$ cat src/rtl/uart_pkg.sv
// Constants shared by the UART command arbiter and the UART controller:
// default widths, the write-flag bit position and the arbiter FSM state codes.
package uart_pkg;

    localparam int unsigned UART_CMD_WIDTH  = 16;
    localparam int unsigned UART_READ_WIDTH = 8;
    localparam int unsigned CMD_WR_BIT      = UART_CMD_WIDTH - 1;

    localparam logic [1:0] IDLE      = 2'd0;
    localparam logic [1:0] ISSUE     = 2'd1;
    localparam logic [1:0] WAIT_DONE = 2'd2;
    localparam logic [1:0] RESP      = 2'd3;

endpackage

$ cat src/rtl/uart_cmd_arbiter_if.sv
// Requester-side and UART-side signals of the shared UART command arbiter.
// The arbiter takes the slave modport; the system/UART environment takes master.
interface uart_cmd_arbiter_if
    import uart_pkg::*;
#(
    parameter int unsigned N_REQ      = 4,
    parameter int unsigned CMD_WIDTH  = UART_CMD_WIDTH,
    parameter int unsigned READ_WIDTH = UART_READ_WIDTH
);
    localparam int unsigned ID_W = $clog2(N_REQ);

    logic [N_REQ*CMD_WIDTH-1:0] req_cmd;
    logic [N_REQ-1:0]           req_vld;
    logic [N_REQ-1:0]           req_rdy;
    logic [N_REQ-1:0]           rsp_vld;
    logic [READ_WIDTH-1:0]      rsp_data;
    logic                       rsp_err;
    logic [CMD_WIDTH-1:0]       uart_cmd;
    logic                       uart_cmd_vld;
    logic                       uart_cmd_rdy;
    logic                       uart_read_rdy;
    logic [READ_WIDTH-1:0]      uart_read_data;
    logic                       busy;
    logic [ID_W-1:0]            grant_id;

    modport master (
        output req_cmd, req_vld, uart_cmd_rdy, uart_read_rdy, uart_read_data,
        input  req_rdy, rsp_vld, rsp_data, rsp_err, uart_cmd, uart_cmd_vld, busy, grant_id
    );

    modport slave (
        input  req_cmd, req_vld, uart_cmd_rdy, uart_read_rdy, uart_read_data,
        output req_rdy, rsp_vld, rsp_data, rsp_err, uart_cmd, uart_cmd_vld, busy, grant_id
    );

endinterface

$ cat src/rtl/uart_cmd_arbiter_rr_arbiter.sv
// Combinational round-robin picker: first requester after i_last, wrapping.
module rr_arbiter
    import uart_pkg::*;
#(
    parameter  int unsigned N  = 4,
    localparam int unsigned IW = $clog2(N)
) (
    input  logic [N-1:0]  i_req,
    input  logic [IW-1:0] i_last,
    output logic [N-1:0]  o_gnt_onehot_c,
    output logic [IW-1:0] o_gnt_idx_c
);

    logic          w_found;
    logic [IW-1:0] w_idx;

    always_comb begin
        o_gnt_onehot_c = '0;
        o_gnt_idx_c    = '0;
        w_found        = 1'b0;
        w_idx          = '0;
        for (int k = 1; k <= int'(N); k++) begin
            w_idx = IW'((int'(i_last) + k) % int'(N));
            if (!w_found && i_req[w_idx]) begin
                w_found                = 1'b1;
                o_gnt_idx_c            = w_idx;
                o_gnt_onehot_c[w_idx]  = 1'b1;
            end
        end
    end

endmodule

$ cat src/rtl/uart_cmd_arbiter.sv
// Shares one UART command controller among N_REQ requesters: round-robin grant,
// command issue, completion/timeout tracking and response routing.
module uart_cmd_arbiter
    import uart_pkg::*;
#(
    parameter int unsigned N_REQ      = 4,
    parameter int unsigned CMD_WIDTH  = UART_CMD_WIDTH,
    parameter int unsigned READ_WIDTH = UART_READ_WIDTH,
    parameter int unsigned TIMEOUT    = 60000
) (
    input  logic              clk,
    input  logic              rst_n,
    uart_cmd_arbiter_if.slave bus
);

    localparam int unsigned ID_W   = $clog2(N_REQ);
    localparam int unsigned CNT_W  = $clog2(TIMEOUT + 1);
    localparam int unsigned WR_BIT = CMD_WIDTH - 1;
    localparam logic [N_REQ-1:0] ONE_HOT0 = N_REQ'(1);

    logic [1:0]            r_state,     w_state_nxt;
    logic [ID_W-1:0]       r_last,      w_last_nxt;
    logic [ID_W-1:0]       r_grant_id,  w_grant_id_nxt;
    logic [CMD_WIDTH-1:0]  r_cmd_q,     w_cmd_q_nxt;
    logic                  r_cmd_vld,   w_cmd_vld_nxt;
    logic                  r_busy,      w_busy_nxt;
    logic [CNT_W-1:0]      r_cnt,       w_cnt_nxt;
    logic                  r_seen_busy, w_seen_busy_nxt;
    logic [N_REQ-1:0]      r_rsp_vld,   w_rsp_vld_nxt;
    logic [READ_WIDTH-1:0] r_rsp_data,  w_rsp_data_nxt;
    logic                  r_rsp_err,   w_rsp_err_nxt;

    logic [N_REQ-1:0]      w_gnt_onehot;
    logic [ID_W-1:0]       w_gnt_idx;
    logic [CMD_WIDTH-1:0]  w_cmd_arr [N_REQ];
    logic                  w_done_rd;
    logic                  w_done_wr;
    logic                  w_timeout;

    rr_arbiter #(.N(N_REQ)) u_rr (
        .i_req          (bus.req_vld),
        .i_last         (r_last),
        .o_gnt_onehot_c (w_gnt_onehot),
        .o_gnt_idx_c    (w_gnt_idx)
    );

    for (genvar g = 0; g < int'(N_REQ); g++) begin : g_slice
        assign w_cmd_arr[g] = bus.req_cmd[g*CMD_WIDTH +: CMD_WIDTH];
    end

    // A write completes once the UART has been seen busy and returns to ready.
    assign w_done_rd = !r_cmd_q[WR_BIT] && bus.uart_read_rdy;
    assign w_done_wr =  r_cmd_q[WR_BIT] && r_seen_busy && bus.uart_cmd_rdy;
    assign w_timeout = (r_cnt >= CNT_W'(TIMEOUT - 1));

    always_ff @(posedge clk or negedge rst_n) begin
        if (!rst_n) begin
            r_state     <= IDLE;
            r_last      <= ID_W'(N_REQ - 1);
            r_grant_id  <= '0;
            r_cmd_q     <= '0;
            r_cmd_vld   <= 1'b0;
            r_busy      <= 1'b0;
            r_cnt       <= '0;
            r_seen_busy <= 1'b0;
            r_rsp_vld   <= '0;
            r_rsp_data  <= '0;
            r_rsp_err   <= 1'b0;
        end else begin
            r_state     <= w_state_nxt;
            r_last      <= w_last_nxt;
            r_grant_id  <= w_grant_id_nxt;
            r_cmd_q     <= w_cmd_q_nxt;
            r_cmd_vld   <= w_cmd_vld_nxt;
            r_busy      <= w_busy_nxt;
            r_cnt       <= w_cnt_nxt;
            r_seen_busy <= w_seen_busy_nxt;
            r_rsp_vld   <= w_rsp_vld_nxt;
            r_rsp_data  <= w_rsp_data_nxt;
            r_rsp_err   <= w_rsp_err_nxt;
        end
    end

    always_comb begin
        w_state_nxt     = r_state;
        w_last_nxt      = r_last;
        w_grant_id_nxt  = r_grant_id;
        w_cmd_q_nxt     = r_cmd_q;
        w_cnt_nxt       = r_cnt;
        w_seen_busy_nxt = r_seen_busy;
        w_rsp_vld_nxt   = '0;
        w_rsp_data_nxt  = r_rsp_data;
        w_rsp_err_nxt   = r_rsp_err;
        case (r_state)
            IDLE: begin
                if (|bus.req_vld) begin
                    w_state_nxt    = ISSUE;
                    w_cmd_q_nxt    = w_cmd_arr[w_gnt_idx];
                    w_grant_id_nxt = w_gnt_idx;
                    w_last_nxt     = w_gnt_idx;
                end
            end
            ISSUE: begin
                if (r_cmd_vld && bus.uart_cmd_rdy) begin
                    w_state_nxt     = WAIT_DONE;
                    w_cnt_nxt       = '0;
                    w_seen_busy_nxt = 1'b0;
                end
            end
            WAIT_DONE: begin
                if (r_cnt != CNT_W'(TIMEOUT)) w_cnt_nxt = r_cnt + CNT_W'(1);
                if (!bus.uart_cmd_rdy) w_seen_busy_nxt = 1'b1;
                // Completion takes priority over a timeout in the same cycle.
                if (w_done_rd || w_done_wr || w_timeout) begin
                    w_state_nxt    = RESP;
                    w_rsp_vld_nxt  = ONE_HOT0 << r_grant_id;
                    w_rsp_data_nxt = w_done_rd ? bus.uart_read_data : '0;
                    w_rsp_err_nxt  = !(w_done_rd || w_done_wr);
                end
            end
            RESP:    w_state_nxt = IDLE;
            default: w_state_nxt = IDLE;
        endcase
        w_cmd_vld_nxt = (w_state_nxt == ISSUE);
        w_busy_nxt    = (w_state_nxt != IDLE);
    end

    assign bus.req_rdy      = (rst_n && r_state == IDLE) ? w_gnt_onehot : '0;
    assign bus.rsp_vld      = r_rsp_vld;
    assign bus.rsp_data     = r_rsp_data;
    assign bus.rsp_err      = r_rsp_err;
    assign bus.uart_cmd     = r_cmd_q;
    assign bus.uart_cmd_vld = r_cmd_vld;
    assign bus.busy         = r_busy;
    assign bus.grant_id     = r_grant_id;

endmodule
$ cat src/flat_wrapper.sv
// flat-port wrapper written by rule: the top's interface ports become plain ports
module uart_cmd_arbiter_flat import uart_pkg::*;
#(
    parameter int unsigned N_REQ      = 4,
    parameter int unsigned CMD_WIDTH  = UART_CMD_WIDTH,
    parameter int unsigned READ_WIDTH = UART_READ_WIDTH,
    parameter int unsigned TIMEOUT    = 60000
)
  (clk, rst_n, bus_req_cmd, bus_req_vld, bus_uart_cmd_rdy, bus_uart_read_rdy, bus_uart_read_data, bus_req_rdy, bus_rsp_vld, bus_rsp_data, bus_rsp_err, bus_uart_cmd, bus_uart_cmd_vld, bus_busy, bus_grant_id);
  uart_cmd_arbiter_if #(.N_REQ(N_REQ), .CMD_WIDTH(CMD_WIDTH), .READ_WIDTH(READ_WIDTH)) bus_i ();
  input  logic clk;
  input  logic rst_n;
  input wire logic [$bits(bus_i.req_cmd)-1:0] bus_req_cmd;
  input wire logic [$bits(bus_i.req_vld)-1:0] bus_req_vld;
  input wire logic [$bits(bus_i.uart_cmd_rdy)-1:0] bus_uart_cmd_rdy;
  input wire logic [$bits(bus_i.uart_read_rdy)-1:0] bus_uart_read_rdy;
  input wire logic [$bits(bus_i.uart_read_data)-1:0] bus_uart_read_data;
  output wire logic [$bits(bus_i.req_rdy)-1:0] bus_req_rdy;
  output wire logic [$bits(bus_i.rsp_vld)-1:0] bus_rsp_vld;
  output wire logic [$bits(bus_i.rsp_data)-1:0] bus_rsp_data;
  output wire logic [$bits(bus_i.rsp_err)-1:0] bus_rsp_err;
  output wire logic [$bits(bus_i.uart_cmd)-1:0] bus_uart_cmd;
  output wire logic [$bits(bus_i.uart_cmd_vld)-1:0] bus_uart_cmd_vld;
  output wire logic [$bits(bus_i.busy)-1:0] bus_busy;
  output wire logic [$bits(bus_i.grant_id)-1:0] bus_grant_id;
  assign bus_i.req_cmd = bus_req_cmd;
  assign bus_i.req_vld = bus_req_vld;
  assign bus_i.uart_cmd_rdy = bus_uart_cmd_rdy;
  assign bus_i.uart_read_rdy = bus_uart_read_rdy;
  assign bus_i.uart_read_data = bus_uart_read_data;
  assign bus_req_rdy = bus_i.req_rdy;
  assign bus_rsp_vld = bus_i.rsp_vld;
  assign bus_rsp_data = bus_i.rsp_data;
  assign bus_rsp_err = bus_i.rsp_err;
  assign bus_uart_cmd = bus_i.uart_cmd;
  assign bus_uart_cmd_vld = bus_i.uart_cmd_vld;
  assign bus_busy = bus_i.busy;
  assign bus_grant_id = bus_i.grant_id;
  uart_cmd_arbiter #(.N_REQ(N_REQ), .CMD_WIDTH(CMD_WIDTH), .READ_WIDTH(READ_WIDTH), .TIMEOUT(TIMEOUT)) u_core (.clk(clk), .rst_n(rst_n), .bus(bus_i));
endmodule
$ cat config.mk
export PLATFORM = sky130hd
export DESIGN_NAME = uart_cmd_arbiter_flat
export DESIGN_NICKNAME = d
export VERILOG_FILES = /design/src/rtl/uart_pkg.sv /design/src/rtl/uart_cmd_arbiter_if.sv /design/src/rtl/uart_cmd_arbiter_rr_arbiter.sv /design/src/rtl/uart_cmd_arbiter.sv /design/src/flat_wrapper.sv
export SDC_FILE = /design/constraint.sdc
export NUM_CORES = 1
export LEC_CHECK = 0
export ABC_AREA = 0
export CORE_UTILIZATION = 52
export CTS_CLUSTER_SIZE = 40
export DETAILED_ROUTE_END_ITERATION = 8
export MAX_ROUTING_LAYER = met4
export PLACE_DENSITY = 0.86
export SYNTH_ARGS = -nofsm -noshare
export SYNTH_HDL_FRONTEND = slang
export SYNTH_SLANG_ARGS = --single-unit
$ cat constraint.sdc
create_clock -name clk -period 5.6 [get_ports clk]
set_clock_uncertainty 0.1 [all_clocks]
set_input_delay 1.12 -clock clk [delete_from_list [all_inputs] [get_ports clk]]
set_output_delay 1.12 -clock clk [all_outputs]
set_load 0.05 [all_outputs]
==> summary.md <==
| Metric | Value |
|---|---|
| Row count | `31` |
| DRT Wirelength | `around 11 mm` |
| H-tree Lvls | `2` |
| Total congestion overflow | `0` |
| RSZ-0062 raised after global routing | `false` |
| Final setup violation count | `0` |
| Number of instances in the placed design | `around 650` |
| Top area cells in the synthesized netlist | `dfrtp_1, nand2_1, nor2_1` |
| Avg Cell Area, Syn | `about 8.5 µm²` |
| Max-slew headroom | `0.4906` |
| Final Hold Vio Count | `0` |
| FF-to-FF setup slack | `~1.9 ns` |
| Status | `finished, final reports clean` |
| Cell with the most instances after synthesis | `nand2_1` |
| Via density | `between 5 and 6` |
| Max rail drop VDD | `~0.33 mV` |
| # Post-CTS Setup Buffers | `0` |
| Ys flop type | `dfrtp_1` |
| Final Util | `0.7175` |
| Non-filler instance count after layout | `654` |
| Largest net degree at the start of global routing | `55` |
| Post-cts resize count | `0` |
| Post-synthesis cell type count | `58` |
| Area Growth Syn to Fin | `33.58%` |
| Fmax | `0.2062 GHz` |
| Starting density of the core | `0.5371` |
| Number of flops mapped to enable cells by yosys | `0` |
| Final net count | `between 600 and 700` |
| Io pins | `approximately 120` |
| Post-synth ARST share | `1.000` |
| Critical path startpoint category | `flip-flop` |
| Synth top area share | `0.3358` |
| Reg area | `1354 µm²` |
| Die W | `slightly below 90 µm` |
| GPL Wtd Cong | `0.8449` |
| Worst-Margin Slew | `0.7623 ns` |
| Post-route ant nets | `0` |
| Num CTS Buffers | `5` |
| # fillers | `562` |
| Most common library cells after synthesis | `nand2_1, nor2_1, dfrtp_1, inv_1, clkbuf_1` |
| DRC Markers | `0` |
| Yosys warnings | `0` |
| Minimum clock period | `4.849 ns` |
| Setup TNS | `0 ns` |
| Crit path DAT | `around 3.6 ns` |
| Sequential area share after synthesis | `0.3494` |
| Clk slew on worst S/H paths | `about 0.10 ns` |
| Critical setup path kind | `reg -> out` |
| Vias post-DR | `approximately 3.8k` |
| Detailed placement HPWL | `around 7.6 mm` |
| Buffer type at the clock tree root | `clkbuf_8` |
| Synthesized cell area | `3875 µm²` |
| WL/cell | `between 15 and 20 µm` |
| Multi-input logic area | `between 2000 and 2500 µm²` |
| Required arrival time at the worst endpoint | `~4.4 ns` |
| # diodes | `0` |
| Pre-CTS setup slack | `just under 0.8 ns` |
| Pwr Density | `roughly 570 nW/µm²` |
| Vias in the first global route | `about 3.8k` |
| Clk sinks | `between 50 and 60` |
| Layout cell share with drive strength beyond 1 | `0.06306` |
| Gr usage total | `0.2848` |
| Critical Path End Type | `output port` |
| DRT Pass-1 Iters | `5` |
| Cells after Synth | `455` |
| Core ar. | `roughly 7200 µm²` |
| Die height | `88.33 µm` |
| Synthesized flop and latch total | `54` |
| CTS Hold Buffers Added | `0` |
| Die area | `about 8000 µm²` |
| Final worst-path cycle share | `0.8660` |
| Synth area leader | `dfrtp_1` |
| DRT iter0 DRCs | `163` |
| Min-Delay Path Class | `reg -> reg` |
| Leak | `~2.2 nW` |
| Post-synthesis net count | `549` |
| CP max FO | `14` |
| Final Max Slew Viols | `0` |
| Port Buf Inserts | `between 100 and 150` |
| CTS tree | `yes` |
| Final worst slack | `between 0.7 and 0.8 ns` |
| Skew-Pair Late Insertion Delay | `between 0.3 and 0.4 ns` |
| Initial antenna violation count | `0` |
| First-pass GRT wire length | `16.81 mm` |
| CTS Buffer Depth | `2` |
| Max-Cap Viols | `0` |
## logic make-up after synthesis
family	count (synthesis)	synth area share
fa+ha+maj	14	0.04521
buf+inv	63	0.07329
xor+xnor	12	0.02712
flops	54	0.3494
compound gates	121	0.2386
simple gates	168	0.1970
mux	23	0.06942
## worst max-delay path: stages (launching register included)
cell	delay [ns]
dfstp_2	0.71
inv_1	0.17
ha_1	0.45
mux4_2	0.59
or3_4	0.42
a211oi_1	0.44
a221oi_1	0.15
nor2_1	0.22
buf_12	0.17
## layout by cell type (no fill, tap or decap), types with 2 or more instances in the layout
master	Yosys	routed
clkdlybuf4s50_1	0	111
nand2_1	58	58
nor2_1	56	56
dfrtp_1	52	52
inv_1	31	31
mux2i_1	19	19
o21bai_1	17	17
a32oi_1	16	16
o32ai_1	16	16
o211ai_1	16	16
nand3_1	14	14
o21ai_0	14	14
ha_1	14	14
a21oi_1	10	10
nor3_1	7	7
xnor2_1	7	7
buf_4	0	7
nand4_1	6	6
a221oi_1	5	5
xor2_1	5	5
clkbuf_8	0	5
o21a_1	4	4
a22oi_1	4	4
and2_1	4	4
buf_12	0	4
or4_1	3	3
nor2b_1	3	3
mux4_2	3	3
nor4b_1	3	3
nor4_1	3	3
o31ai_1	3	3
a211oi_1	2	2
nor3b_1	2	2
or3_1	2	2
clkinvlp_4	0	2
dfstp_2	2	2
## final cells by class
class,instances,share of cell area
Timing Repair Buffer,123,0.2412
Sequential cell,54,0.2615
Clock inverter,3,0.004593
Clock buffer,5,0.01329
Tap cell,99,0.02393
Inverter,32,0.02321
Multi-Input combinational cell,338,0.4322
## state kept, by name, indices dropped and copies added, names as in the netlist
signal / count
u_core.r_state: 2
u_core.bus.grant_id: 2
u_core.bus.rsp_data: 8
u_core.bus.rsp_err: 1
u_core.bus.uart_cmd_vld: 1
u_core.r_last: 2
u_core.bus.uart_cmd: 16
u_core.r_seen_busy: 1
u_core.bus.busy: 1
u_core.r_cnt: 16
u_core.bus.rsp_vld: 4
## power breakdown
part           leakage [nW]  internal, mW  switching [mW]
Clock                0.0408        0.0897           0.138
Combinational          1.49         0.776            1.32
Sequential            0.699         0.521          0.0948
## metrics by stage
step	total power [mW]	cell area (µm²)	hold WS (ns)
floorplan	2.172	3875	0.4056
global placement	2.633	5084	0.3788
detailed placement	2.709	5084	0.3884
CTS	2.939	5176	0.4099
global route	3.125	5176	0.4406
finish	2.937	5176	0.4163
## routing by layer
metal,track usage,part of all wire,vias up
met4,0.07625,0.014,0
met5,-,0,-
li1,-,-,1835
met1,0.3286,0.41,1838
met2,0.5154,0.52,146
met3,0.04104,0.055,17
## path summary, 6_finish.rpt
path | endpoint | cells past startpoint | from
min in group asynchronous | u_core.r_state[1]$_DFF_PN0_ | 2 | rst_n
worst max register to register | u_core.bus.uart_cmd[1]$_DFFE_PN0P_ | 9 | u_core.r_last[1]$_DFFE_PN1P_
max in group asynchronous | u_core.bus.uart_cmd[6]$_DFFE_PN0P_ | 2 | rst_n
worst max-delay path | bus_req_rdy[3] | 8 | u_core.r_last[1]$_DFFE_PN1P_
worst min-delay path | u_core.bus.rsp_data[6]$_DFFE_PN0P_ | 2 | u_core.bus.rsp_data[6]$_DFFE_PN0P_
worst min register to register | u_core.bus.rsp_data[6]$_DFFE_PN0P_ | 2 | u_core.bus.rsp_data[6]$_DFFE_PN0P_
No activity file was read; power rests on OpenSTA's default activity.
